===== config.mk =====
export PLATFORM = sky130hd
export DESIGN_NAME = carrd_vdispatch
export DESIGN_NICKNAME = d
export VERILOG_FILES = /design/src/rtl/carrd_vdispatch.sv
export SDC_FILE = /design/constraint.sdc
export NUM_CORES = 1
export LEC_CHECK = 0
export CORE_ASPECT_RATIO = 1.5
export CORE_MARGIN = 2
export CORE_UTILIZATION = 45
export DETAILED_ROUTE_END_ITERATION = 12
export GPL_TIMING_DRIVEN = 0
export HOLD_SLACK_MARGIN = 0.02
export PLACE_DENSITY = 0.8
export SYNTH_ARGS = -nofsm -noshare
export SYNTH_HDL_FRONTEND = slang
export SYNTH_SLANG_ARGS = --single-unit
export TNS_END_PERCENT = 5

===== constraint.sdc =====
create_clock -name clk -period 4.38 [get_ports clk]
set_input_delay 1.095 -clock clk [delete_from_list [all_inputs] [get_ports clk]]
set_output_delay 1.095 -clock clk [all_outputs]
set_load 0.02 [all_outputs]

===== src/rtl/carrd_vdispatch.sv =====
// OP-V instruction dispatcher: queues vector instructions with their rs1 operand,
// issues them one at a time to the coprocessor and writes scalar results back.
//
// state  | meaning
// IDLE   | nothing in flight; pops the FIFO head when one is queued
// ISSUE  | cp_valid_o held with stable instr/xreg until the coprocessor accepts
// WAIT   | accepted, waiting for the cp_done_i pulse
// WB     | one-cycle scalar register write of the latched result
module carrd_vdispatch #(
    parameter int DEPTH = 4,
    localparam int PTR_W = $clog2(DEPTH)
) (
    input  logic             clk,
    input  logic             nrst,
    input  logic             instr_valid_i,
    input  logic [31:0]      instr_i,
    input  logic [31:0]      rs1_data_i,
    output logic             instr_ready_o,
    input  logic             flush_i,
    output logic [31:0]      cp_instr_o,
    output logic [31:0]      cp_xreg_o,
    output logic             cp_valid_o,
    input  logic             cp_accept_i,
    input  logic             cp_done_i,
    input  logic             cp_xwr_i,
    input  logic [31:0]      cp_xresult_i,
    output logic             xwb_en_o,
    output logic [4:0]       xwb_addr_o,
    output logic [31:0]      xwb_data_o,
    output logic             busy_o,
    output logic [PTR_W:0]   count_o
);

    typedef enum logic [1:0] {
        S_IDLE  = 2'd0,
        S_ISSUE = 2'd1,
        S_WAIT  = 2'd2,
        S_WB    = 2'd3
    } state_t;

    state_t state_q, state_d;

    logic [31:0]    instr_mem [DEPTH];
    logic [31:0]    rs1_mem   [DEPTH];
    logic [PTR_W:0] wr_ptr_q, rd_ptr_q;
    logic           full, empty, enq, pop, wb_latch;
    logic [31:0]    cp_instr_q, cp_xreg_q, xwb_data_q;
    logic [4:0]     xwb_addr_q;

    // Extra wrap bit distinguishes full from empty when the index bits match.
    assign empty = (wr_ptr_q == rd_ptr_q);
    assign full  = (wr_ptr_q[PTR_W] != rd_ptr_q[PTR_W]) &&
                   (wr_ptr_q[PTR_W-1:0] == rd_ptr_q[PTR_W-1:0]);

    // Flush discards a same-cycle enqueue as well as everything already queued.
    assign enq = instr_valid_i && !full && (instr_i[6:0] == 7'h57) && !flush_i;

    always_comb begin
        state_d  = state_q;
        pop      = 1'b0;
        wb_latch = 1'b0;
        case (state_q)
            S_IDLE: begin
                if (!empty && !flush_i) begin
                    pop     = 1'b1;
                    state_d = S_ISSUE;
                end
            end
            S_ISSUE: begin
                if (cp_accept_i) state_d = S_WAIT;
            end
            S_WAIT: begin
                if (cp_done_i) begin
                    if (cp_xwr_i && (cp_instr_q[11:7] != 5'd0)) begin
                        wb_latch = 1'b1;
                        state_d  = S_WB;
                    end else begin
                        state_d = S_IDLE;
                    end
                end
            end
            S_WB:    state_d = S_IDLE;
            default: state_d = S_IDLE;
        endcase
    end

    always_ff @(posedge clk) begin
        if (enq) begin
            instr_mem[wr_ptr_q[PTR_W-1:0]] <= instr_i;
            rs1_mem[wr_ptr_q[PTR_W-1:0]]   <= rs1_data_i;
        end
    end

    always_ff @(posedge clk) begin
        if (nrst) begin
            state_q    <= S_IDLE;
            wr_ptr_q   <= '0;
            rd_ptr_q   <= '0;
            cp_instr_q <= '0;
            cp_xreg_q  <= '0;
            xwb_addr_q <= '0;
            xwb_data_q <= '0;
        end else begin
            state_q <= state_d;
            if (enq) wr_ptr_q <= wr_ptr_q + 1'b1;
            if (flush_i)  rd_ptr_q <= wr_ptr_q;
            else if (pop) rd_ptr_q <= rd_ptr_q + 1'b1;
            if (pop) begin
                cp_instr_q <= instr_mem[rd_ptr_q[PTR_W-1:0]];
                cp_xreg_q  <= rs1_mem[rd_ptr_q[PTR_W-1:0]];
            end
            if (wb_latch) begin
                xwb_addr_q <= cp_instr_q[11:7];
                xwb_data_q <= cp_xresult_i;
            end
        end
    end

    assign instr_ready_o = !full;
    assign count_o       = wr_ptr_q - rd_ptr_q;
    assign cp_valid_o    = (state_q == S_ISSUE);
    assign cp_instr_o    = cp_instr_q;
    assign cp_xreg_o     = cp_xreg_q;
    assign xwb_en_o      = (state_q == S_WB);
    assign xwb_addr_o    = xwb_addr_q;
    assign xwb_data_o    = xwb_data_q;
    assign busy_o        = !empty || (state_q != S_IDLE);

endmodule


==> metrics.md <==
| Metric | Value |
|---|---|
| Most frequent cells in the layout | `edfxtp_1 (256), clkdlybuf4s50_1 (208), nand2_1 (207)` |
| Cts bufs inserted | `34` |
| Clk buf depth | `3` |
| CP Data Required Time | `3280 ps` |
| CP startpoint kind | `flop` |
| Fin nets | `1211` |
| Initial core utilization | `45.5%` |
| DRT Pass-1 Iters | `5` |
| Total Die Area | `31100 µm²` |
| First-pass GRT wire length | `44.5 mm` |
| Combinational power share | `5.8%` |
| Initial DRC count | `359` |
| Commonest non-fill, non-tap cell in the layout | `edfxtp_1` |
| Critical path, cell by cell | `buf_2 > inv_1 > ha_1 > nand2_1 > or4_1 > clkdlybuf4s50_1` |
| Vias after detailed routing | `7829` |
| Post-synth EDFFs | `256` |
| Vias/cell | `5.15` |
| RSZ-0062 raised after global routing | `no` |
| Placed inst area | `16100 µm²` |
| Final setup vio count | `0` |
| Synth unique cells | `41` |
| Pins over their slew limit | `0` |
| Max FO, Critical Path | `10` |
| Sw Pwr | `1450 µW` |
| DP Wirelength | `19.6 mm` |
| Share of cells above drive strength 1 | `14.2%` |
| Setup bufs post-CTS | `0` |
| Wire per inst | `19.4 µm` |
| Port Buffers | `208` |
| Max-cap viol count | `0` |
| Number of buffers and inverters on the critical path | `3` |
| Period utilisation layout | `86.3%` |
| Initial antenna violation count | `4` |
| Fmax | `265 MHz` |
| GRT Util Overall | `19.0%` |
| Core box area | `29400 µm²` |
| CTS Sinks | `365` |
| Total gr overflow | `0` |
| P_leak | `0.00551 µW` |
| Max incr delay on CP | `570 ps` |
| #FFs+latches synth | `365` |
| Synth Net Count | `958` |
| Worst-Skew Late Latency | `520 ps` |
| Vias in the first global route | `7875` |
| Layout area overhead | `29.0%` |
| CTS tree | `done` |
| Max_slew headroom | `49.4%` |
| CP arrival | `2680 ps` |
| Worst setup EP type | `output port` |
| Gpl congestion | `0.762` |
| Drt drc | `0` |
| Switch share | `20.3%` |
| Period minus WS final | `3780 ps` |
| Worst hold path class | `reg2reg` |
| H-tree lvl count | `2` |
| Die W | `145 µm` |
| Io pins | `211` |
| Sequential share of the synthesized area | `73.9%` |
| Final WL | `29.5 mm` |
| Hold_buf cts | `0` |
| Int Pwr | `5690 µW` |
| Outcome | `completed` |
| Main synth FF type | `edfxtp_1` |
| Clk root buf | `clkbuf_16` |
| Power per cell area | `415 nW/µm²` |
| Mapped Cells | `847` |
| Mapped Area | `13400 µm²` |
| Ys async rst share | `0%` |
| Clock share of power | `41.9%` |
| Fin Clk Skew | `15.7 ps` |
| Syn_area_per_cell | `15.8 µm²` |
| Chip Height | `215 µm` |
| WS Path Type | `reg2out` |
| Clock slew at reported path FFs | `60 ps` |
| Critical Path Slowest Stage Cell | `clkdlybuf4s50_1` |
| Top delay family on crit path | `buffers and inverters` |
| Worst slew pin tran | `759 ps` |
| Remaining antenna violation count | `0` |
| Ys Warns | `0` |
| Final Cell Area | `17200 µm²` |
| Flop pwr share | `52.3%` |
| Final Hold Viols | `0` |
| Post-layout util | `58.6%` |
| CTS resizes | `0` |
| Largest net degree at the start of global routing | `40` |
| Rows | `77` |
| Tot Pwr | `7140 µW` |
| Maximum VDD drop | `0.000370 V` |
==> state kept, by name (all words and copies together) (netlist names) <==
name,count
instr_mem,128
rs1_mem,128
cp_instr_o,32
cp_xreg_o,32
xwb_data_o,32
xwb_addr_o,5
rd_ptr_q,3
wr_ptr_q,3
state_q,2
==> final timing paths <==
| path | cells after the start | endpoint | slack, ps | startpoint |
|---|---|---|---|---|
| worst min register to register | 2 | cp_xreg_o[30] | 450 | cp_xreg_o[30] |
| worst min-delay path | 2 | cp_xreg_o[30] | 450 | cp_xreg_o[30] |
| worst max register to register | 7 | instr_mem[0][25] | 1210 | rd_ptr_q[1] |
| worst max-delay path | 6 | busy_o | 600 | rd_ptr_q[1] |
==> cell families after synthesis <==
| group | Yosys count | synth area share, % |
|---|---|---|
| AOI/OAI and AO/OA | 119 | 5.16 |
| and+or+nand+nor | 229 | 6.83 |
| DFF | 365 | 73.9 |
| buffers and inverters | 55 | 2.00 |
| muxes | 65 | 10.9 |
| adders and majority gates | 8 | 0.806 |
| xor gates and xnor gates | 6 | 0.450 |
==> tightest hold or removal path, stage by stage (launching register included) <==
cell	delay (ps)
dfxtp_1	310
nand2_1	50
a21oi_1	50
==> power groups by stage <==
| stage | clock, µW | sequential (µW) | combinational, µW |
|---|---|---|---|
| after CTS | 3050 | 3730 | 421 |
| after floorplan | 0 | 3840 | 159 |
| after global routing | 3170 | 3730 | 446 |
| after detailed placement | 0 | 3810 | 419 |
| after global placement | 0 | 3810 | 409 |
| final | 2990 | 3730 | 415 |
==> synth_stat cells (all sizes together) (2+ instances only) <==
| library cell | n | share of area [%] |
|---|---|---|
| buf | 29 | 1.3 |
| a2111oi | 2 | 0.41 |
| dfxtp | 109 | 16 |
| edfxtp | 256 | 58 |
| nand3 | 2 | 0.075 |
| ha | 7 | 0.66 |
| o21ai | 4 | 0.15 |
| inv | 6 | 0.17 |
| a21oi | 103 | 3.9 |
| clkbuf | 20 | 0.56 |
| nand2 | 207 | 5.8 |
| nor2b | 2 | 0.094 |
| nor2 | 3 | 0.084 |
| and2 | 5 | 0.23 |
| mux4 | 64 | 11 |
| xnor2 | 5 | 0.33 |
| or4 | 2 | 0.14 |
| nor3 | 3 | 0.11 |
==> through the flow <==
step | worst slack, ps | cells | hold WS, ps | setup TNS, ps
3_3_place_gp | -2080 | 1450 | 441 | -365110
2_1_floorplan | 10.5 | 847 | 506 | 0
6_report | 601 | 1520 | 453 | 0
4_1_cts | 547 | 1519 | 455 | 0
5_1_grt | 451 | 1520 | 472 | 0
3_5_place_dp | 767 | 1459 | 447 | 0
==> per-layer routing <==
layer	share of wire, %	up-vias	global-route usage [%]
li1	-	3649	-
met1	38	3861	22.6
met2	53	252	33.7
met3	5.8	61	3.92
met4	3.2	6	6.93
met5	0.15	-	0
==> area by class of cell <==
class / instances / area [µm²]
fill: 2199 / 12200
sequential: 365 / 9870
multi-input combinational: 427 / 3230
timing repair buffer: 217 / 2230
clock buffer: 50 / 1000
tap: 395 / 494
buffer: 49 / 244
clock inverter: 10 / 128
inverter: 6 / 22.5
antenna: 1 / 2.50
Power figures use the tool's default switching activity.
